File: src/rtl/tcb_htif_ctl.sv
// HTIF tohost/fromhost mailbox on the TCB bus: decodes exit and putchar commands,
// acknowledges through fromhost, buffers console bytes. Optional watchdog: HTIF_TIMEOUT_EN.
module tcb_htif_ctl #(
    parameter int unsigned DBW        = 32,
    parameter int unsigned ABW        = 32,
    parameter int unsigned FIFO_DEPTH = 16,
    parameter int unsigned ACK_DLY    = 4,
    parameter int unsigned TMO_CYC    = 10000
) (
    input  logic             clk,
    input  logic             rst,
    input  logic             tcb_vld_i,
    output logic             tcb_rdy_o,
    input  logic             tcb_wen_i,
    input  logic [ABW-1:0]   tcb_adr_i,
    input  logic [DBW/8-1:0] tcb_ben_i,
    input  logic [DBW-1:0]   tcb_wdt_i,
    output logic [DBW-1:0]   tcb_rdt_o,
    output logic             con_vld_o,
    input  logic             con_rdy_i,
    output logic [7:0]       con_dat_o,
    output logic             halt_o,
    output logic             pass_o,
    output logic [31:0]      exit_code_o
);

    localparam int unsigned AW = $clog2(FIFO_DEPTH);
    localparam int unsigned CW = (ACK_DLY > 1) ? $clog2(ACK_DLY) : 1;

    typedef enum logic [2:0] {
        S_IDLE, S_DECODE, S_PUTC, S_ACK_WAIT, S_ACK, S_HALT
    } state_t;

    state_t          state_q, state_d;
    logic [63:0]     tohost_q, fromhost_q;
    logic [DBW-1:0]  rdt_q;
    logic [31:0]     exit_code_q, exit_code_d;
    logic            halt_q, pass_q;
    logic [CW-1:0]   cnt_q, cnt_d;
    logic [AW:0]     wr_ptr_q, wr_ptr_d, rd_ptr_q, rd_ptr_d;
    logic [7:0]      mem_q [FIFO_DEPTH];
    logic [7:0]      con_dat_q, con_dat_d;
    logic            con_vld_q;

    logic            trn_c, wr_c, rd_c, commit_c, tmo_c, unused_c;
    logic            push_c, pop_c, full_c, ack_c, exit_c;
    logic [1:0]      reg_sel_c;
    logic [DBW-1:0]  lo_merged_c;

    function automatic logic [DBW-1:0] merge_be(input logic [DBW-1:0] old_w,
                                                input logic [DBW-1:0] new_w,
                                                input logic [DBW/8-1:0] be);
        for (int b = 0; b < DBW/8; b++) begin
            merge_be[8*b +: 8] = be[b] ? new_w[8*b +: 8] : old_w[8*b +: 8];
        end
    endfunction

    // Command words may only change while the mailbox is idle.
    assign tcb_rdy_o   = !(tcb_vld_i && tcb_wen_i && !tcb_adr_i[3] && (state_q != S_IDLE));
    assign trn_c       = tcb_vld_i && tcb_rdy_o;
    assign wr_c        = trn_c && tcb_wen_i;
    assign rd_c        = trn_c && !tcb_wen_i;
    assign reg_sel_c   = tcb_adr_i[3:2];
    assign lo_merged_c = merge_be(tohost_q[31:0], tcb_wdt_i, tcb_ben_i);
    assign commit_c    = wr_c && (reg_sel_c == 2'd0) && ({tohost_q[63:32], lo_merged_c} != 64'd0);

    assign full_c = (wr_ptr_q[AW] != rd_ptr_q[AW]) && (wr_ptr_q[AW-1:0] == rd_ptr_q[AW-1:0]);
    assign pop_c  = con_vld_q && con_rdy_i;

`ifdef HTIF_TIMEOUT_EN
    logic [31:0] wdt_q;

    always_ff @(posedge clk or posedge rst) begin
        if (rst)                    wdt_q <= '0;
        else if (commit_c)          wdt_q <= '0;
        else if (state_q != S_HALT) wdt_q <= wdt_q + 32'd1;
    end

    assign tmo_c    = (state_q != S_HALT) && (wdt_q == 32'(TMO_CYC - 1));
    assign unused_c = ^{tcb_adr_i[ABW-1:4], tcb_adr_i[1:0]};
`else
    assign tmo_c    = 1'b0;
    assign unused_c = ^{tcb_adr_i[ABW-1:4], tcb_adr_i[1:0], 32'(TMO_CYC)};
`endif

    always_ff @(posedge clk or posedge rst) begin
        if (rst) state_q <= S_IDLE;
        else     state_q <= state_d;
    end

    always_comb begin
        state_d = state_q;
        case (state_q)
            S_IDLE:     if (commit_c) state_d = S_DECODE;
            S_DECODE: begin
                if ((tohost_q[63:56] == 8'd0) && tohost_q[0])
                    state_d = S_HALT;
                else if ((tohost_q[63:56] == 8'd1) && (tohost_q[55:48] == 8'd1))
                    state_d = S_PUTC;
                else
                    state_d = S_ACK_WAIT;
            end
            S_PUTC:     if (push_c) state_d = S_ACK_WAIT;
            S_ACK_WAIT: if (cnt_q == CW'(ACK_DLY - 1)) state_d = S_ACK;
            S_ACK:      state_d = S_IDLE;
            S_HALT:     state_d = S_HALT;
            default:    state_d = S_IDLE;
        endcase
        if (tmo_c) state_d = S_HALT;
    end

    always_comb begin
        push_c      = (state_q == S_PUTC) && (!full_c || pop_c);
        ack_c       = (state_q == S_ACK);
        exit_c      = (state_q == S_DECODE) && (tohost_q[63:56] == 8'd0) && tohost_q[0];
        cnt_d       = (state_q == S_ACK_WAIT) ? cnt_q + CW'(1) : '0;
        exit_code_d = exit_code_q;
        if (exit_c) exit_code_d = {1'b0, tohost_q[31:1]};
        if (tmo_c)  exit_code_d = 32'hFFFF_FFFF;
    end

    // Mailbox registers, read port and status; ACK update takes priority over software.
    always_ff @(posedge clk or posedge rst) begin
        if (rst) begin
            tohost_q    <= '0;
            fromhost_q  <= '0;
            rdt_q       <= '0;
            exit_code_q <= '0;
            halt_q      <= 1'b0;
            pass_q      <= 1'b0;
            cnt_q       <= '0;
        end else begin
            cnt_q       <= cnt_d;
            exit_code_q <= exit_code_d;
            halt_q      <= (state_d == S_HALT);
            pass_q      <= (state_d == S_HALT) && (exit_code_d == 32'd0);
            if (ack_c) begin
                tohost_q <= '0;
            end else if (wr_c && (reg_sel_c == 2'd0)) begin
                tohost_q[31:0] <= lo_merged_c;
            end else if (wr_c && (reg_sel_c == 2'd1)) begin
                tohost_q[63:32] <= merge_be(tohost_q[63:32], tcb_wdt_i, tcb_ben_i);
            end
            if (ack_c) begin
                fromhost_q <= {tohost_q[63:48], 48'd1};
            end else if (wr_c && (reg_sel_c == 2'd2)) begin
                fromhost_q[31:0] <= merge_be(fromhost_q[31:0], tcb_wdt_i, tcb_ben_i);
            end else if (wr_c && (reg_sel_c == 2'd3)) begin
                fromhost_q[63:32] <= merge_be(fromhost_q[63:32], tcb_wdt_i, tcb_ben_i);
            end
            if (rd_c) begin
                case (reg_sel_c)
                    2'd0:    rdt_q <= tohost_q[31:0];
                    2'd1:    rdt_q <= tohost_q[63:32];
                    2'd2:    rdt_q <= fromhost_q[31:0];
                    default: rdt_q <= fromhost_q[63:32];
                endcase
            end
        end
    end

    // Console FIFO: con_dat_q always holds the head entry after this cycle's push/pop.
    always_comb begin
        wr_ptr_d  = wr_ptr_q + (AW+1)'(push_c);
        rd_ptr_d  = rd_ptr_q + (AW+1)'(pop_c);
        con_dat_d = con_dat_q;
        if (wr_ptr_d != rd_ptr_d) begin
            if (push_c && (rd_ptr_d[AW-1:0] == wr_ptr_q[AW-1:0]))
                con_dat_d = tohost_q[7:0];
            else
                con_dat_d = mem_q[rd_ptr_d[AW-1:0]];
        end
    end

    always_ff @(posedge clk or posedge rst) begin
        if (rst) begin
            wr_ptr_q  <= '0;
            rd_ptr_q  <= '0;
            con_vld_q <= 1'b0;
            con_dat_q <= '0;
        end else begin
            wr_ptr_q  <= wr_ptr_d;
            rd_ptr_q  <= rd_ptr_d;
            con_vld_q <= (wr_ptr_d != rd_ptr_d);
            con_dat_q <= con_dat_d;
        end
    end

    always_ff @(posedge clk) begin
        if (push_c) mem_q[wr_ptr_q[AW-1:0]] <= tohost_q[7:0];
    end

    assign tcb_rdt_o   = rdt_q;
    assign con_vld_o   = con_vld_q;
    assign con_dat_o   = con_dat_q;
    assign halt_o      = halt_q;
    assign pass_o      = pass_q;
    assign exit_code_o = exit_code_q;

endmodule
File: config.mk
export PLATFORM = sky130hd
export DESIGN_NAME = tcb_htif_ctl
export DESIGN_NICKNAME = d
export VERILOG_FILES = /design/src/rtl/tcb_htif_ctl.sv
export SDC_FILE = /design/constraint.sdc
export NUM_CORES = 1
export LEC_CHECK = 0
export CORE_MARGIN = 2
export CORE_UTILIZATION = 25
export CTS_CLUSTER_SIZE = 40
export DETAILED_ROUTE_END_ITERATION = 10
export PLACE_DENSITY = 0.5
export SYNTH_ARGS = -nofsm -noshare
export SYNTH_HDL_FRONTEND = slang
export SYNTH_SLANG_ARGS = --single-unit
File: constraint.sdc
create_clock -name clk -period 6.95 [get_ports clk]
set_clock_uncertainty 0.15 [all_clocks]
set_input_delay 1.39 -clock clk [delete_from_list [all_inputs] [get_ports clk]]
set_output_delay 1.39 -clock clk [all_outputs]
set_load 0.02 [all_outputs]
Word-level counts from Yosys, hierarchy flattened
Memories as Yosys holds them, arrays and structs flattened. A register that Yosys moved wholly into a read port is not among the register bits.
Cells that the tools add are included.
{"block": "totals", "memories": 1, "output_inout_bits": 76, "ff_bits": 210, "inputBits": 73, "ram_bits": 128}
{"memory": "mem_q", "depth": 16, "width": 8, "read_ports": 1, "rd_ports_with_merged_regs": 1, "write_ports": 1, "line": "41", "source": "logic [7:0] mem_q [FIFO_DEPTH];"}
{"block": "op_classes", "addsub": 3, "n_eq_ne": 17, "muxes": 27, "n_reduce_logical": 50}
{"cell": "2-to-1 mux 32 bit", "n": 7}
{"cell": "2-to-1 mux 64 bit", "n": 2}
{"cell": "case mux 32 bit (3 select lines)", "n": 1}
{"cell": "2-to-1 mux 8 bit", "n": 8}
{"cell": "nonzero test 64 bit", "n": 1}
{"cell": "zero test 32 bit", "n": 1}
{"cell": "AND reduction 3 bit", "n": 8}
{"cell": "logical AND 1 bit", "n": 19}
{"cell": "equality test 8 x 1 -> 1 bit (second input constant)", "n": 2}
{"cell": "nonzero test 2 bit", "n": 8}
{"cell": "case mux 3 bit (5 select lines)", "n": 1}
{"cell": "2-to-1 mux 3 bit", "n": 4}
{"cell": "adder 5 x 1 -> 5 bit", "n": 2}
{"cell": "equality test 3 bit (second input constant)", "n": 3}
{"cell": "zero test 8 bit", "n": 1}
{"cell": "AND reduction 2 bit", "n": 4}
{"cell": "equality test 2 bit (second input constant)", "n": 3}
{"cell": "equality test 3 x 2 -> 1 bit (second input constant)", "n": 2}
{"cell": "!= test 5 bit", "n": 1}
{"cell": "equality test 4 bit", "n": 1}
{"cell": "zero test 1 bit", "n": 4}
{"cell": "!= test 2 bit (second input constant)", "n": 2}
{"cell": "equality test 3 x 1 -> 1 bit (second input constant)", "n": 1}
{"cell": "zero test 3 bit", "n": 1}
{"cell": "8 further kinds", "n": 10}

Depth between registers and ports, before layout
{"block": "depth", "depth_word": 12, "ltp_mapped": 13, "depth_no_buf": 11}

Worst setup path before layout
OpenSTA, ideal clock, no wires.
{"block": "synth_timing", "path_type": "input port to output port", "startpoint": "in tcb_adr_i[3]", "endpoint": "out tcb_rdy_o", "n_path_buf": 2, "arrival_ps": 2307, "slack_ps": 3103, "stages": 3, "path_cell_list": "buf_2 > buf_1 > or3_1"}
{"block": "synth_between", "elab_chain_cells": 4}
{"element": "start: declaration", "line": "15", "source": "input logic [ABW-1:0] tcb_adr_i,"}
{"element": "zero test 1 bit", "line": "59", "source": "assign tcb_rdy_o = !(tcb_vld_i && tcb_wen_i && !tcb_adr_i[3] && (state_q != S_IDLE));"}
{"element": "logical AND 1 bit (2 in series)", "line": "59"}
{"element": "zero test 1 bit", "line": "59"}
{"element": "end: declaration", "line": "13", "source": "output logic tcb_rdy_o,"}
No other way between the ends.

Worst setup path in the final report
{"block": "layout_timing", "startpoint": "in tcb_wen_i", "endpoint": "out tcb_rdy_o"}
{"block": "layout_between", "elab_chain_cells": 4}
{"element": "start: declaration", "line": "14", "source": "input logic tcb_wen_i,"}
{"element": "logical AND 1 bit (3 in series)", "line": "59"}
{"element": "zero test 1 bit", "line": "59"}
No other way between the ends.

==> results.md <==
- Outcome: completed
- GPL Wtd Cong: between 0.7 and 0.8
- Area contributors post-synth: dfrtp_1 37%, edfxtp_1 26%, mux4_2 9.8%
- Ys Warns: 0
- Setup TNS: 0 ns
- Cts hold-fix bufs: 0
- Total die area: slightly above 0.06 sq mm
- CP most frequent cell: clkdlybuf4s50_1
- Final max-slew violation count: 0
- Num rows: a little under 90
- Layout cells sized above 1: between 15 and 20%
- DRC violations left: 0
- Crit path largest cell delay: between 0.5 and 0.6 ns
- Vias per cell: around 4.7
- Final Hold Viols: 0
- CP endpoint kind: output pin
- Die Width: 246 um
- Overflow after GRT: 0
- Area Growth Syn to Fin: 21.7%
- Largest family of logic cells by synthesized area: multiplexers
- Routed WL: a little under 40000 um
- VDD IR max: between 150 and 200 uV
- Post-synth top area share: 37.2%
- Starting density of the core: 25.4%
- Final hold slack: between 0.3 and 0.4 ns
- Initial DRC count: between 500 and 600
- CP delay by family, top: buffers and inverters
- Crit start category: input port
- Num CTS Buffers: 38
- HPWL after DPL: between 20000 and 30000 um
- Flip-flop and latch count after synthesis: between 300 and 400
- Buffer and inverter count on the worst path: 2
- Layout Utilization: a little under a third
- Ys flop type: dfrtp_1
- Final setup violation count: 0
- Syn nets: approximately 1100
- Dpl cells: about 1900
- Die height: between 200 and 250 um
- Vias: around 9100
- Routing usage on met2: between 20% and 30%
- Met3 layer usage reported by global route: 3.15%
- Cell area after layout: approximately 0.018 sq mm
- First-pass DRT Iterations: 5
- Data arrival, critical path: 2.93 ns
- Fillers: around 5800
- EDFF count, synth: 128
- Nets: approximately 1200
- Sink Count: roughly 350
- Slew Limit Headroom: between 15 and 20%
- Tmin final: 4.47 ns
- Post-Synth XOR/XNOR Area: 1.37%
- Worst-path clk slew: ~0.060 ns
- Largest net degree at the start of global routing: ~140
- Post-DP Area: roughly 0.017 sq mm
- Worst-Skew Late Latency: about 0.53 ns
- Deepest clock path buffer count: 3
- Port Buf Inserts: 118
- CP Data Required Time: around 5.4 ns
- Ys async rst share: around 63%
- Max-cap violations: 0
- Yosys cell types: 53
- Busiest grt layer: met2
- Cell Area, Synth: 0.0147 sq mm
- Antenna-violating nets left: 0
- Average size of a mapped cell: 14.1 sq um
- Global Route met1 Usage: around 18%
- Period Utilization, post-route: 64.3%
- Root buf cell: clkbuf_16
- Initial antenna violation count: 7
- Leakage power: between 7 and 8 nW
- Syn Inst Count: between 1000 and 1500
- Adder-cell share of the synthesized area: less than 1%
- RSZ-0062 raised after global routing: no
- WS Path Type: input port to output pin
- Non-Filler Instances: between 1500 and 2000
- First-pass GRT wire length: 60100 um
- Simple-gate share of the synthesized area: between 8 and 9%
- CTS tree: yes
- Total global-route track usage: a little over an eighth
- WL/cell: 20.3 um
- CP max-delay cell: clkdlybuf4s50_1
- Path type of the worst min-delay path: flip-flop to flip-flop
- Post-CTS sizing: 0
- Worst Tran Pin Value: approximately 1.2 ns
- Fmax: about 220 MHz
- H-Tree Level Count: 2
- Inserted Diodes: 0
- I/O pins: between 100 and 150
- Top cell type by total area after synthesis: dfrtp_1
- Post-synthesis compound-gate area fraction: 8.55%
- Power per standard cell area: 404 mW/mm^2
- CORE AREA: just under 0.06 sq mm
- Vias in the first global route: around 9400
- Mux cell area share after synthesis: between 10% and 20%
- Register area share after synthesis: about 63%
- Crit-path max FO: 3
- CP Cell Sequence: clkdlybuf4s50_1, nand2_1, or3_1, clkdlybuf4s50_1
- Setup bufs post-CTS: 0
## logic make-up after synthesis
family,Yosys count
flops,346
simple gates,274
compound gates,199
mux,137
buf+inv,64
xor+xnor,20
fa+ha+maj,5
## through the flow
step	worst slack [ns]	power [mW]
after global placement	2.00	5.34
after floorplan	2.57	4.52
final	2.48	7.22
after global routing	2.33	7.65
after CTS	2.46	7.35
after detailed placement	2.02	5.39
## flip-flops by register name, summed over array words and instances (netlist names), 2 cells and up
signal and count:
mem_q 128, fromhost_q 64, tohost_q 64, exit_code_o 32
tcb_rdt_o 32, con_dat_o 8, rd_ptr_q 5, wr_ptr_q 5
state_q 3, cnt_q 2
## cell usage after synthesis (all sizes together), types with 10 or more instances
library cell    n
clkbuf         23
mux2           63
a21oi          28
nor2b          10
o21ai          89
a21o           16
dfrtp         218
nand2         146
edfxtp        128
mux2i          10
buf            38
nor4           26
nor2           29
nor3           17
mux4           64
a22o           32
xnor2          12
## routing by layer
metal / routed length [um] / vias up
met1: 18000 / 4653
li1: - / 4175
met2: 18500 / 239
met5: 77 / -
met3: 2240 / 61
met4: 781 / 12
## cells in the final DEF (no fill, tap or decap), types with 3 or more instances in the layout
cell type | netlist | layout
a211o_1 | 8 | 8
nand2b_1 | 4 | 4
dfrtp_1 | 218 | 218
and2_1 | 8 | 8
mux4_2 | 64 | 64
a22o_1 | 32 | 32
o21ai_0 | 80 | 80
mux2i_1 | 10 | 10
clkinv_2 | 0 | 6
clkbuf_16 | 0 | 39
clkbuf_8 | 0 | 6
o22ai_1 | 3 | 3
a31oi_1 | 9 | 9
nand4_1 | 6 | 6
o21ai_1 | 5 | 5
nor3b_1 | 7 | 7
o21ai_2 | 4 | 4
nand3_1 | 9 | 9
xnor2_1 | 12 | 12
clkbuf_1 | 22 | 10
nor4_1 | 25 | 25
a21oi_1 | 28 | 28
a21o_1 | 16 | 16
a211oi_1 | 9 | 9
edfxtp_1 | 128 | 128
clkdlybuf4s50_1 | 0 | 116
mux2_2 | 62 | 62
nor2_1 | 29 | 29
ha_1 | 5 | 4
xor2_1 | 6 | 6
nor2b_1 | 10 | 9
buf_4 | 5 | 16
nand2_1 | 146 | 145
nor3_1 | 17 | 17
## final timing paths
check	from	to	slack, ns	depth (start not counted)
max reg2reg	wr_ptr_q[2]$_DFF_PP0_	con_dat_o[0]$_DFFE_PP0P_	3.34	10
min	cnt_q[0]$_DFF_PP0_	cnt_q[0]$_DFF_PP0_	0.31	1
min in group asynchronous	rst	tcb_rdt_o[24]$_DFFE_PP0P_	1.18	2
min reg2reg	cnt_q[0]$_DFF_PP0_	cnt_q[0]$_DFF_PP0_	0.31	1
max	tcb_wen_i	tcb_rdy_o	2.48	4
max in group asynchronous	rst	tcb_rdt_o[21]$_DFFE_PP0P_	4.31	3
## layout make-up
class	instances	area, sq um	area share, %
clock buffers	55	1100	6.14
clock inverters	11	83.8	0.469
inverters	3	15.0	0.0840
multi-input cells	635	5100	28.6
flip-flops and latches	346	9300	52.1
well taps	765	957	5.36
repair buffers	135	1310	7.34
## where the power goes
part	internal, mW	switching (mW)
registers	2.63	0.430
logic	1.10	1.14
clock network	1.13	0.791
total	4.86	2.36
(Power assumes the default switching activity.)
